[src/rtl/spi_flash_pkg.sv]
// Opcode constants and FSM state encoding for the SPI flash responder and controller.
package spi_flash_pkg;

    localparam logic [7:0] READ      = 8'h03;
    localparam logic [7:0] FAST_READ = 8'h0B;
    localparam logic [7:0] RDID      = 8'h9F;
    localparam logic [7:0] RDSR      = 8'h05;

    typedef enum logic [2:0] {
        ST_IDLE,
        ST_CMD,
        ST_ADDR,
        ST_DUMMY,
        ST_DATA,
        ST_ID,
        ST_STAT,
        ST_IGNORE
    } flash_state_t;

    // Byte idx of the JEDEC ID, most significant first; 0xFF once past the end.
    function automatic logic [7:0] id_byte(input logic [23:0] id, input logic [1:0] idx);
        case (idx)
            2'd0:    id_byte = id[23:16];
            2'd1:    id_byte = id[15:8];
            2'd2:    id_byte = id[7:0];
            default: id_byte = 8'hFF;
        endcase
    endfunction

endpackage

[src/rtl/spi_input_sync.sv]
// Synchronizes SCK, CS and MOSI into the clk domain and produces single-clk edge pulses.
module spi_input_sync #(
    parameter int SYNC_STAGES = 2
) (
    input  logic clk,
    input  logic reset,
    input  logic sck,
    input  logic cs_n,
    input  logic mosi,
    output logic sck_rise,
    output logic sck_fall,
    output logic cs_fall,
    output logic cs_rise,
    output logic cs_s,
    output logic mosi_s
);

    logic [SYNC_STAGES-1:0] sck_pipe;
    logic [SYNC_STAGES-1:0] cs_pipe;
    logic [SYNC_STAGES-1:0] mosi_pipe;
    logic                   sck_s;
    logic                   sck_q;
    logic                   cs_q;

    // CS resets to its idle-high level so leaving reset never looks like a CS fall.
    always_ff @(posedge clk or posedge reset) begin
        if (reset) begin
            sck_pipe  <= '0;
            cs_pipe   <= '1;
            mosi_pipe <= '0;
            sck_q     <= 1'b0;
            cs_q      <= 1'b1;
        end else begin
            sck_pipe  <= {sck_pipe[SYNC_STAGES-2:0], sck};
            cs_pipe   <= {cs_pipe[SYNC_STAGES-2:0], cs_n};
            mosi_pipe <= {mosi_pipe[SYNC_STAGES-2:0], mosi};
            sck_q     <= sck_s;
            cs_q      <= cs_s;
        end
    end

    assign sck_s    = sck_pipe[SYNC_STAGES-1];
    assign cs_s     = cs_pipe[SYNC_STAGES-1];
    assign mosi_s   = mosi_pipe[SYNC_STAGES-1];
    assign sck_rise = sck_s & ~sck_q;
    assign sck_fall = ~sck_s & sck_q;
    assign cs_fall  = ~cs_s & cs_q;
    assign cs_rise  = cs_s & ~cs_q;

endmodule

[src/rtl/spi_flash_responder.sv]
// SPI mode-0 read-only flash emulator answering READ, FAST_READ, RDID and RDSR from a byte memory.
module spi_flash_responder
    import spi_flash_pkg::*;
#(
    parameter int          ADDR_BITS   = 12,
    parameter logic [23:0] JEDEC_ID    = 24'hEF4016,
    parameter int          SYNC_STAGES = 2
) (
    input  logic                 clk,
    input  logic                 reset,
    input  logic                 i_spi_clk,
    input  logic                 i_spi_cs,
    input  logic                 i_spi_mosi,
    output logic                 o_spi_miso,
    output logic                 o_miso_oe,
    output logic [ADDR_BITS-1:0] o_mem_addr,
    output logic                 o_mem_rd,
    input  logic [7:0]           i_mem_data,
    output logic                 o_busy
);

    logic         sck_rise, sck_fall, cs_fall, cs_rise, cs_s, mosi_s;
    flash_state_t state, state_next;
    logic [2:0]   bit_cnt;
    logic [1:0]   byte_cnt;
    logic [7:0]   rx_sr;
    logic [7:0]   tx_sr;
    logic [23:0]  addr_sr;
    logic         is_fast;
    logic         load_pending;
    logic [7:0]   opcode_next;
    logic [23:0]  addr_next;
    logic         byte_done;
    logic         unused_bits;

    spi_input_sync #(
        .SYNC_STAGES(SYNC_STAGES)
    ) u_sync (
        .clk      (clk),
        .reset    (reset),
        .sck      (i_spi_clk),
        .cs_n     (i_spi_cs),
        .mosi     (i_spi_mosi),
        .sck_rise (sck_rise),
        .sck_fall (sck_fall),
        .cs_fall  (cs_fall),
        .cs_rise  (cs_rise),
        .cs_s     (cs_s),
        .mosi_s   (mosi_s)
    );

    // Decode sees the byte including the bit arriving on this very rise.
    assign opcode_next = {rx_sr[6:0], mosi_s};
    assign addr_next   = {addr_sr[22:0], mosi_s};
    assign byte_done   = (bit_cnt == 3'd7);
    assign o_busy      = ~cs_s;
    assign unused_bits = ^{rx_sr[7], addr_sr[23], addr_next[23:ADDR_BITS]};

    always_ff @(posedge clk or posedge reset) begin
        if (reset) state <= ST_IDLE;
        else       state <= state_next;
    end

    // CS rise outranks every SCK edge; a CS fall outside IDLE restarts the frame.
    always_comb begin
        state_next = state;
        if (cs_rise) begin
            state_next = ST_IDLE;
        end else if (cs_fall) begin
            state_next = ST_CMD;
        end else begin
            case (state)
                ST_CMD: begin
                    if (sck_rise && byte_done) begin
                        case (opcode_next)
                            READ, FAST_READ: state_next = ST_ADDR;
                            RDID:            state_next = ST_ID;
                            RDSR:            state_next = ST_STAT;
                            default:         state_next = ST_IGNORE;
                        endcase
                    end
                end
                ST_ADDR: begin
                    if (sck_rise && byte_done && byte_cnt == 2'd2)
                        state_next = is_fast ? ST_DUMMY : ST_DATA;
                end
                ST_DUMMY: begin
                    if (sck_rise && byte_done) state_next = ST_DATA;
                end
                default: ;
            endcase
        end
    end

    always_comb begin
        o_miso_oe = 1'b0;
        case (state)
            ST_DUMMY, ST_DATA, ST_ID, ST_STAT: o_miso_oe = 1'b1;
            default: ;
        endcase
    end

    // Every read strobe is followed two clks later by a load of the TX register,
    // which lands well before the next SCK fall given the minimum SCK period.
    always_ff @(posedge clk or posedge reset) begin
        if (reset) begin
            bit_cnt      <= '0;
            byte_cnt     <= '0;
            rx_sr        <= '0;
            tx_sr        <= '0;
            addr_sr      <= '0;
            is_fast      <= 1'b0;
            load_pending <= 1'b0;
            o_spi_miso   <= 1'b0;
            o_mem_rd     <= 1'b0;
            o_mem_addr   <= '0;
        end else begin
            o_mem_rd     <= 1'b0;
            load_pending <= o_mem_rd;
            if (cs_rise || cs_fall) begin
                bit_cnt      <= '0;
                byte_cnt     <= '0;
                o_spi_miso   <= 1'b0;
                load_pending <= 1'b0;
            end else begin
                if (load_pending) tx_sr <= i_mem_data;
                case (state)
                    ST_CMD: begin
                        if (sck_rise) begin
                            rx_sr   <= opcode_next;
                            bit_cnt <= bit_cnt + 3'd1;
                            if (byte_done) begin
                                is_fast  <= (opcode_next == FAST_READ);
                                byte_cnt <= '0;
                                tx_sr    <= (opcode_next == RDID) ? JEDEC_ID[23:16] : 8'h00;
                            end
                        end
                    end
                    ST_ADDR: begin
                        if (sck_rise) begin
                            addr_sr <= addr_next;
                            bit_cnt <= bit_cnt + 3'd1;
                            if (byte_done) begin
                                if (byte_cnt == 2'd2) begin
                                    byte_cnt   <= '0;
                                    o_mem_addr <= addr_next[ADDR_BITS-1:0];
                                    o_mem_rd   <= 1'b1;
                                end else begin
                                    byte_cnt <= byte_cnt + 2'd1;
                                end
                            end
                        end
                    end
                    ST_DUMMY: begin
                        if (sck_rise) bit_cnt <= bit_cnt + 3'd1;
                        if (sck_fall) o_spi_miso <= 1'b0;
                    end
                    ST_DATA: begin
                        if (sck_fall) begin
                            o_spi_miso <= tx_sr[7];
                            tx_sr      <= {tx_sr[6:0], 1'b0};
                            bit_cnt    <= bit_cnt + 3'd1;
                            if (byte_done) begin
                                o_mem_addr <= o_mem_addr + ADDR_BITS'(1);
                                o_mem_rd   <= 1'b1;
                            end
                        end
                    end
                    ST_ID: begin
                        if (sck_fall) begin
                            o_spi_miso <= tx_sr[7];
                            bit_cnt    <= bit_cnt + 3'd1;
                            if (byte_done) begin
                                tx_sr <= id_byte(JEDEC_ID, (byte_cnt == 2'd3) ? 2'd3 : byte_cnt + 2'd1);
                                if (byte_cnt != 2'd3) byte_cnt <= byte_cnt + 2'd1;
                            end else begin
                                tx_sr <= {tx_sr[6:0], 1'b0};
                            end
                        end
                    end
                    ST_STAT: begin
                        if (sck_fall) o_spi_miso <= 1'b0;
                    end
                    default: ;
                endcase
            end
        end
    end

endmodule

[config.mk]
export PLATFORM = sky130hd
export DESIGN_NAME = spi_flash_responder
export DESIGN_NICKNAME = d
export VERILOG_FILES = /design/src/rtl/spi_flash_pkg.sv /design/src/rtl/spi_input_sync.sv /design/src/rtl/spi_flash_responder.sv
export SDC_FILE = /design/constraint.sdc
export NUM_CORES = 1
export LEC_CHECK = 0
export BUFFER_PORTS_ARGS = -buffer_cell sky130_fd_sc_hd__buf_2
export CAP_MARGIN = 20
export CORE_AREA = 2 2 105 107
export DETAILED_ROUTE_END_ITERATION = 8
export DIE_AREA = 0 0 107 109
export SLEW_MARGIN = 20
export SYNTH_ARGS = -nofsm -noshare
export SYNTH_HDL_FRONTEND = slang
export SYNTH_HIERARCHICAL = 1
export SYNTH_SLANG_ARGS = --single-unit
[constraint.sdc]
create_clock -name clk -period 2.1 [get_ports clk]
set_input_delay 0.105 -clock clk [delete_from_list [all_inputs] [get_ports clk]]
set_output_delay 0.105 -clock clk [all_outputs]
set_load 0.01 [all_outputs]
# == After elaboration in Yosys (flattened, before gate mapping) ==
# Cells that the tools add are included.
# op_classes
n_mux,51
n_reduce_logical,22
bitwise,9
add_sub_neg,3
eq_ne,34
# op_table
op,count
12-bit 2-to-1 mux,5
8-bit 2-to-1 mux,7
8-bit case mux with 3 select lines,2
3-bit 2-to-1 mux,9
12-bit case mux with 2 select lines,1
"3-bit != test, second input constant",7
2-bit 2-to-1 mux,10
3-bit case mux with 3 select lines,2
"12-bit by 1-bit adder with 12-bit output, second input constant",1
"3-bit equality test, second input constant",4
"2-bit != test, second input constant",6
"4-bit != test, second input constant",3
3-bit AND reduction,4
1-bit 2-to-1 mux,11
"3-bit by 1-bit != test with 1-bit output, second input constant",3
"8-bit by 2-bit equality test with 1-bit output, second input constant",1
"8-bit by 3-bit equality test with 1-bit output, second input constant",1
"8-bit by 4-bit equality test with 1-bit output, second input constant",1
"8-bit equality test, second input constant",1
4-bit AND reduction,2
8-bit AND reduction,1
7-bit AND reduction,1
"2-bit equality test, second input constant",3
"3-bit by 2-bit equality test with 1-bit output, second input constant",2
19 further kinds,31
# word_totals
out_inout_bits,16
ff_bits,58
input_bits,13
wordCells,135

# == Logic depth before layout (Yosys ltp) ==
# Gate-level depths: netlist of the first run.
# logic_depth
depth_word,8
mapped_depth,8

# == By module ==
# Netlist of the first run, hierarchy kept.
# modules_own_cells
module,instances,cells_each,area_each_um2
spi_flash_responder,1,295,2839.0
spi_input_sync,1,13,242.7

# == Least setup slack after synthesis of the first run ==
# Ideal clock, no wire load.
# synth_path
kind,register to register
from,reg u_sync.cs_pipe[1]
to,reg rx_sr[0]
setup_time_ps,125
arrival_time_ps,1732
required_ps,1975
stages_incl_launch_ff,5
path_slack_ps,243
n_path_buf,0
path_cell_list,dfstp_2 > and2b_2 > nor2_1 > nand4_1 > mux2_2
# synth_between
elab_chain_cells,5
# synth_lines
element,line,text
from (decl),spi_input_sync.sv:19,logic [SYNC_STAGES-1:0] cs_pipe;
from (signal assigned),spi_input_sync.sv:35,"cs_pipe <= {cs_pipe[SYNC_STAGES-2:0], cs_n};"
1-bit inverter,spi_input_sync.sv:47,assign cs_fall = ~cs_s & cs_q;
1-bit bitwise AND,spi_input_sync.sv:47,
via cs_fall,spi_flash_responder.sv:22,"logic sck_rise, sck_fall, cs_fall, cs_rise, cs_s, mosi_s;"
1-bit logical OR,spi_flash_responder.sv:120,if (cs_rise || cs_fall) begin
1-bit inverter (no source line),n/a,
3-bit AND reduction (no source line),n/a,
to (signal assigned),spi_flash_responder.sv:130,rx_sr <= opcode_next;
to (decl),spi_flash_responder.sv:26,logic [7:0] rx_sr;
# The timed path passes the listed nets, and every way through them passes these cells.
# A chain may end at the register's enable or synchronous reset.

# == Worst setup path in the final report of the first run ==
# layout_path
from,reg u_sync.cs_pipe[1]
to,reg tx_sr[0]
# layout_between
elab_chain_cells,3
# layout_lines
element,line,text
1-bit inverter,spi_input_sync.sv:47,
1-bit bitwise AND,spi_input_sync.sv:47,
via cs_fall,spi_flash_responder.sv:22,
1-bit logical OR,spi_flash_responder.sv:120,
to (signal assigned),spi_flash_responder.sv:126,if (load_pending) tx_sr <= i_mem_data;
to (signal assigned),spi_flash_responder.sv:135,tx_sr <= (opcode_next == RDID) ? JEDEC_ID[23:16] : 8'h00;
to (signal assigned),spi_flash_responder.sv:161,"tx_sr <= {tx_sr[6:0], 1'b0};"
to (decl),spi_flash_responder.sv:27,logic [7:0] tx_sr;
# The timed path passes the listed nets, and every way through them passes these cells.

==> flow_metrics.env, run 1 <==
export IMPL_slew_limit_headroom_pct=58.0
export IMPL_placementRows=38
export IMPL_synth_yosys_seq_area_share_pct=47.2
export IMPL_cts_path_max_buffers=2
export IMPL_worstPathMaxFanout=11
export IMPL_max_capacitance_violation_total=0
export IMPL_design_portCount=29
export IMPL_rr_worst_depth=6
export IMPL_endpoint_kind="flip-flop"
export IMPL_clockPowerShare_pct=37.8
export IMPL_worstSkewPairLatency_ps=340
export IMPL_internal_power_mw=1.78
export IMPL_route_vias_total=2450
export IMPL_grt_start_max_net_pins=51
export IMPL_ctsRootBufferMaster="clkbuf_8"
export IMPL_hpwl_um=4580
export IMPL_count_of_flip_flops_with_a_built_in_enable_after_synthesis=0
export IMPL_critical_path_max_stage_delay_ps=550
export IMPL_most_common_cell_after_layout_fill_and_taps_aside="dfrtp_1"
export IMPL_cpMaxStageDelayCell="dfstp_2"
export IMPL_final_instance_area_um2=3630
export IMPL_pwr_per_cell_area_nw_per_um2=679
export IMPL_maxSlewViolCount=0
export IMPL_die_height_um=109
export IMPL_global_route_overflow_total=0
export IMPL_critical_path_buf_inv_count=1
export IMPL_drive_above_1_share_pct=26.3
export IMPL_initial_core_util_pct=29.1
export IMPL_tritoncts_clock_tree="yes"
export IMPL_rr_endpoint="tx_sr[0]$_DFFE_PP0N_"
export IMPL_rsz0062_at_grt="false"
export IMPL_post_drt_via_cell_ratio=5.00
export IMPL_final_weighted_congestion_of_routability_driven_global_placement=0.852
export IMPL_total_inserted_antenna_cells=0
export IMPL_netlist_top_cells_area="dfrtp_1 45%, mux2_2 6.9%, a21oi_1 4.7%, ha_1 3.7%, nand2_1 3.4%"
export IMPL_critPathRequiredTime_ps=2310
export IMPL_max_freq_mhz=521
export IMPL_synth_cell_area_um2=3080
export IMPL_core_um2=10600
export IMPL_clock_skew_final_ps=5.82
export IMPL_report_final_setup_viol=0
export IMPL_cp_arrival_ps=2130
export IMPL_area_growth_synth_to_final_pct=17.9
export IMPL_net_switching_uw=689
export IMPL_synth_yosys_warnings=6
export IMPL_route_final_wire_length_um=6670
export IMPL_static_leakage_power_nw=1.62
export IMPL_irDropWorstVdd_v=0.000239
export IMPL_ordered_cell_list_for_the_critical_path="and2b_2, nor2_1, buf_4, o21ai_4, nor3_2, a221oi_1"
export IMPL_synth_top_area_share_pct=44.7
export IMPL_buffer_ports_inserted=28
export IMPL_postSynthRegisterBits=58
export IMPL_worst_setup_path_endpoint="tx_sr[0]$_DFFE_PP0N_"
export IMPL_criticalPathCategory="reg -> reg"
export IMPL_finalSetupTns_ps=0
export IMPL_cts_inserted_buffers=9
export IMPL_route_antenna_remaining_nets=0
export IMPL_hold_path_class="in -> reg"
export IMPL_clock_tree_htree_level_count=3
export IMPL_grtUsageTotal_pct=11.9
export IMPL_timing_critical_path_from_type="flip-flop"
export IMPL_final_net_count=367
export IMPL_antenna_found_initial=0
export IMPL_synth_async_reset_ratio_pct=100
export IMPL_drt_first_iter_violations=143
export IMPL_source_of_the_critical_timing_path="u_sync/cs_pipe[1]$_DFF_PP1_"
export IMPL_worst_slew_pin_slew_ps=630
export IMPL_grt_first_pass_wirelength_um=11000
export IMPL_gate_count_after_technology_mapping=308
export IMPL_switching_share_pct=27.9
export IMPL_synthDominantAreaCellType="dfrtp_1"
export IMPL_postSynthNetCount=330
export IMPL_count_of_endpoints_failing_hold_in_the_final_timing_report=0
export IMPL_cpLargestDelayFamily="simple AND/OR/NAND/NOR gates"
export IMPL_layout_cells_most_common_list="55 x dfrtp_1, 28 x a21oi_1, 28 x buf_2"
export IMPL_wl_per_cell_um=13.6
export IMPL_synth_area_per_cell_um2=10.0
export IMPL_min_period_over_period_pct=91.4
export IMPL_synth_cell_types=54
export IMPL_n_fill_cell=1070
export IMPL_placed_area_um2=3400
export IMPL_die_area_um2=11700
export IMPL_path_depth=6
export IMPL_drt_pre_antenna_iters=4
export IMPL_clkSlewWorstSetupHoldPaths_ps=70
export IMPL_tritoncts_num_sinks=58
export IMPL_outcome="finished, final reports clean"
export IMPL_rr_startpoint="u_sync/cs_pipe[1]$_DFF_PP1_"
export IMPL_grt_pass1_vias=2316
export IMPL_postSynth_topFlopCell="dfrtp_1"
export IMPL_die_width_um=107
export IMPL_reg2reg_setup_slack_ps=180
export IMPL_portion_of_total_power_attributed_to_sequential_cells_pct=51.5
export IMPL_drc_errors=0
export IMPL_gate_power_share_pct=10.8
export IMPL_timing_final_crit_period_ps=1920
state kept, by name, summed over array words and instances (netlist names):
register          count
u_sync/cs_q           1
is_fast               1
addr_sr              11
rx_sr                 7
u_sync/sck_pipe       2
bit_cnt               3
load_pending          1
o_spi_miso            1
u_sync/sck_q          1
o_mem_rd              1
byte_cnt              2
tx_sr                 8
o_mem_addr           12
state                 3
u_sync/cs_pipe        2
u_sync/mosi_pipe      2
power groups by stage:
stage          clock network, mW  registers, mW  logic, mW
2_1_floorplan                  0           1.26      0.210
3_3_place_gp                   0           1.28      0.253
3_5_place_dp                   0           1.29      0.259
4_1_cts                    0.959           1.27      0.267
5_1_grt                     1.01           1.28      0.301
6_report                   0.931           1.27      0.265
worst reg2reg max path: cells and delay by family (launching register included):
| kind | cells | cell delay [ps] |
|---|---|---|
| AOI/OAI and AO/OA | 2 | 250 |
| buffers and inverters | 1 | 260 |
| DFF | 1 | 550 |
| and+or+nand+nor | 3 | 730 |
cell usage after synthesis (2+ instances only):
library cell / n
dfrtp_1: 55
o32a_1: 3
ha_1: 9
inv_1: 13
mux2_2: 19
buf_4: 2
nor2b_1: 4
clkbuf_1: 5
nand3_1: 12
a21oi_1: 29
a221oi_1: 5
a311oi_1: 2
nand2b_1: 4
buf_2: 8
and3_1: 3
a2bb2oi_1: 4
dfstp_2: 3
xnor2_1: 4
nand4_1: 5
mux2i_1: 7
nor2_1: 24
nand2_1: 28
o22ai_1: 5
or2_2: 2
o21ai_0: 12
o22a_1: 3
nand3b_1: 3
o21ai_1: 2
a211oi_1: 2
o31a_1: 3
nor4_1: 2
and2b_2: 4
area by class of cell:
| type | count | area, um2 | area share (%) |
|---|---|---|---|
| multi-input cells | 221 | 1510 | 41.6 |
| well taps | 140 | 175 | 4.82 |
| clock inverters | 6 | 41.3 | 1.14 |
| clock buffers | 10 | 138 | 3.79 |
| repair buffers | 41 | 260 | 7.16 |
| flip-flops and latches | 58 | 1460 | 40.0 |
| inverters | 14 | 52.6 | 1.45 |
timing repair:
action                     4_1_cts  5_1_grt
buffers inserted                 0        1
hold endpoints to repair        61        0
setup endpoints to repair        0        9
resized for setup                0        3
hold buffers                     4        0
cell families after synthesis:
logic type	synth area share, %
fa+ha+maj	3.65
mux	9.22
buf+inv	4.10
flops	47.2
compound gates	16.9
xor+xnor	1.14
simple gates	17.7
per-layer routing:
metal	up-vias	global-route usage (%)	part of all wire (%)
met1	1181	16.4	49
met3	8	3.71	5.2
li1	1189	-	-
met4	0	4.27	1.2
met5	-	0	0
met2	72	17.8	45
through the flow:
step | instances | hold WS, ps | power (mW) | util (%) | setup slack (ps)
after global routing | 490 | 97.1 | 2.59 | 34.3 | 18.8
after global placement | 469 | 68.4 | 1.54 | 32.1 | 184
after floorplan | 308 | -81.5 | 1.47 | - | 243
after CTS | 489 | 86.1 | 2.49 | 34.1 | 53.1
after detailed placement | 469 | 76.4 | 1.55 | 32.1 | 94.3
final | 490 | 103 | 2.47 | 34.3 | 181
how the worst min path moves through the flow:
stage                  startpoint                            end  slack [ps]  cells after the start
floorplan                   reset  u_sync/mosi_pipe[0]$_DFF_PP0_         -80                      1
global placement            reset   u_sync/sck_pipe[0]$_DFF_PP0_          70                      2
detailed placement          reset   u_sync/sck_pipe[0]$_DFF_PP0_          80                      2
CTS                 i_mem_data[0]           tx_sr[0]$_DFFE_PP0N_          90                      3
global route        i_mem_data[0]           tx_sr[0]$_DFFE_PP0N_         100                      3
finish              i_mem_data[0]           tx_sr[0]$_DFFE_PP0N_         100                      3
Power figures use the tool's default switching activity.
==> run 2: changes to the inputs <==
--- a/config.mk
+++ b/config.mk
@@ -10,7 +10,7 @@
 export CORE_AREA = 2 2 105 107
 export DETAILED_ROUTE_END_ITERATION = 8
 export DIE_AREA = 0 0 107 109
-export SLEW_MARGIN = 20
+export REMOVE_ABC_BUFFERS = 1
 export SYNTH_ARGS = -nofsm -noshare
 export SYNTH_HDL_FRONTEND = slang
 export SYNTH_HIERARCHICAL = 1
==> flow_metrics.env, run 2 (same netlist as run 1, synthesis figures left out) <==
export IMPL_rr_startpoint="u_sync/cs_pipe[1]$_DFF_PP1_"
export IMPL_register_area_um2=1460
export IMPL_drc_errors=0
export IMPL_report_final_setup_viol=0
export IMPL_clock_tree_htree_level_count=3
export IMPL_largest_registers="o_mem_addr x12, addr_sr x11, tx_sr x8"
export IMPL_multi_input_comb_area_um2=1510
export IMPL_area_growth_synth_to_final_pct=20.5
export IMPL_critPathRequiredTime_ps=2320
export IMPL_die_area_um2=11700
export IMPL_n_fill_cell=1090
export IMPL_max_freq_mhz=524
export IMPL_drt_pre_antenna_iters=4
export IMPL_ctsRootBufferMaster="clkbuf_8"
export IMPL_count_of_endpoints_failing_hold_in_the_final_timing_report=0
export IMPL_cpMaxStageDelayCell="dfstp_2"
export IMPL_placed_area_um2=3410
export IMPL_irDropWorstVdd_v=0.000297
export IMPL_most_common_cell_after_layout_fill_and_taps_aside="dfrtp_1"
export IMPL_worst_hold_path_endpoint="tx_sr[0]$_DFFE_PP0N_"
export IMPL_hold_path_depth=3
export IMPL_critical_path_buf_inv_count=1
export IMPL_endpoint_kind="flip-flop"
export IMPL_cpLargestDelayFamily="simple AND/OR/NAND/NOR gates"
export IMPL_min_period_over_period_pct=91.0
export IMPL_outcome="finished, final reports clean"
export IMPL_drive_above_1_share_pct=26.4
export IMPL_route_antenna_remaining_nets=0
export IMPL_cp_arrival_ps=2130
export IMPL_drt_first_iter_violations=136
export IMPL_total_instance_count_after_detailed_placement=471
export IMPL_grtUsageTotal_pct=12.3
export IMPL_criticalPathCategory="reg -> reg"
export IMPL_layout_cells_most_common_list="55 x dfrtp_1, 28 x a21oi_1, 28 x buf_2"
export IMPL_clock_skew_final_ps=10.8
export IMPL_critical_path_max_stage_delay_ps=550
export IMPL_die_height_um=109
export IMPL_reg2reg_setup_slack_ps=190
export IMPL_tritoncts_num_sinks=58
export IMPL_worstSkewPairLatency_ps=350
export IMPL_route_vias_total=2457
export IMPL_final_net_count=369
export IMPL_core_um2=10600
export IMPL_total_inserted_antenna_cells=0
export IMPL_placementRows=38
export IMPL_regMostFlops="o_mem_addr"
export IMPL_cts_path_max_buffers=2
export IMPL_hold_path_class="in -> reg"
export IMPL_maxSlewViolCount=0
export IMPL_worstPathMaxFanout=11
export IMPL_grt_first_pass_wirelength_um=11300
export IMPL_die_width_um=107
export IMPL_ordered_cell_list_for_the_critical_path="and2b_2, nor2_1, buf_4, o21ai_4, nor3_2, a221oi_1"
export IMPL_overall_power_consumption_mw=2.80
export IMPL_largest_register_ff_count=12
export IMPL_clkSlewWorstSetupHoldPaths_ps=70
export IMPL_grt_start_max_net_pins=51
export IMPL_buffer_ports_inserted=28
export IMPL_grt_pass1_vias=2310
export IMPL_global_route_overflow_total=0
export IMPL_final_instance_area_um2=3710
export IMPL_rsz0062_at_grt="false"
export IMPL_hpwl_um=4770
export IMPL_pwr_per_cell_area_nw_per_um2=755
export IMPL_final_weighted_congestion_of_routability_driven_global_placement=0.860
export IMPL_initial_core_util_pct=29.1
export IMPL_worst_hold_startpoint="i_mem_data[0]"
export IMPL_static_leakage_power_nw=1.66
export IMPL_worst_slew_pin_slew_ps=638
export IMPL_rr_endpoint="tx_sr[0]$_DFFE_PP0N_"
export IMPL_post_drt_via_cell_ratio=4.99
export IMPL_cts_inserted_buffers=9
export IMPL_final_util_pct=35.0
export IMPL_antenna_found_initial=0
export IMPL_layout_cells_non_filler=492
export IMPL_timing_critical_path_from_type="flip-flop"
export IMPL_finalHoldWorstSlack_ps=77.7
export IMPL_timing_final_crit_period_ps=1910
export IMPL_slew_limit_headroom_pct=57.5
export IMPL_tritoncts_clock_tree="yes"
export IMPL_design_portCount=29
export IMPL_wl_per_cell_um=14.0
export IMPL_max_capacitance_violation_total=0
export IMPL_rr_worst_depth=6
export IMPL_route_final_wire_length_um=6880
==> run 2: cell types whose count changed in the layout (fill, tap and decap cells not counted) <==
cell | before | now
buf_4 | 8 | 10
bufinv_16 | 0 | 3
clkbuf_1 | 0 | 1
clkbuf_8 | 10 | 9
clkinv_2 | 2 | 0
clkinv_4 | 0 | 2
clkinvlp_4 | 3 | 1
inv_6 | 1 | 0
o21ai_0 | 12 | 11
o21ai_1 | 2 | 3
==> run 2: how the worst max path moves through the flow <==
stage,from,to,cells past startpoint
3_5_place_dp,bit_cnt[0]$_DFFE_PP0P_,tx_sr[1]$_DFFE_PP0N_,7
4_1_cts,bit_cnt[0]$_DFFE_PP0P_,tx_sr[1]$_DFFE_PP0N_,7
6_report,u_sync/cs_pipe[1]$_DFF_PP1_,tx_sr[0]$_DFFE_PP0N_,6
3_3_place_gp,bit_cnt[0]$_DFFE_PP0P_,tx_sr[2]$_DFFE_PP0N_,7
5_1_grt,bit_cnt[0]$_DFFE_PP0P_,state[0]$_DFFE_PP0P_,7
2_1_floorplan,state[1]$_DFFE_PP0P_,o_mem_addr[6]$_DFFE_PP0P_,4
==> run 2: final cells by class <==
type | instances | area share, %
Clock buffer | 10 | 3.44
Clock inverter | 6 | 3.10
Inverter | 14 | 1.42
Multi-Input combinational cell | 221 | 40.7
Sequential cell | 58 | 39.2
Tap cell | 140 | 4.72
Timing Repair Buffer | 43 | 7.41
==> run 2: routing by layer <==
| metal | track usage (%) | wire (um) | up-vias |
|---|---|---|---|
| met5 | 0 | 0 | - |
| met4 | 3.90 | 83 | 0 |
| met3 | 3.59 | 346 | 8 |
| met2 | 18.8 | 3180 | 64 |
| met1 | 17.0 | 3270 | 1190 |
| li1 | - | - | 1195 |
==> run 2: what timing repair did <==
| item | 4_1_cts | 5_1_grt |
|---|---|---|
| gates resized for setup | 0 | 4 |
| hold buffers | 4 | 0 |
| setup buffers | 0 | 1 |
| setup endpoints to repair | 0 | 8 |
| endpoints found under the hold margin | 61 | 0 |
==> run 2: worst register-to-register path, cell delays in order (launching register included) <==
cell and delay (ps):
dfstp_2 550, and2b_2 240, nor2_1 270, buf_4 270, o21ai_4 110, nor3_2 220
a221oi_1 130
==> run 2: power breakdown <==
part / internal, mW / leakage [nW] / switching [mW]
Sequential: 1.19 / 0.769 / 0.0731
Clock: 0.792 / 0.117 / 0.478
Combinational: 0.128 / 0.774 / 0.140
Total: 2.11 / 1.66 / 0.691
==> run 2: metrics by stage <==
stage | worst slack, ps | setup TNS, ps
detailed placement | 88.4 | 0
floorplan | -339 | -5520
finish | 190 | 0
global placement | 182 | 0
global route | 72.1 | 0
CTS | 55.6 | 0
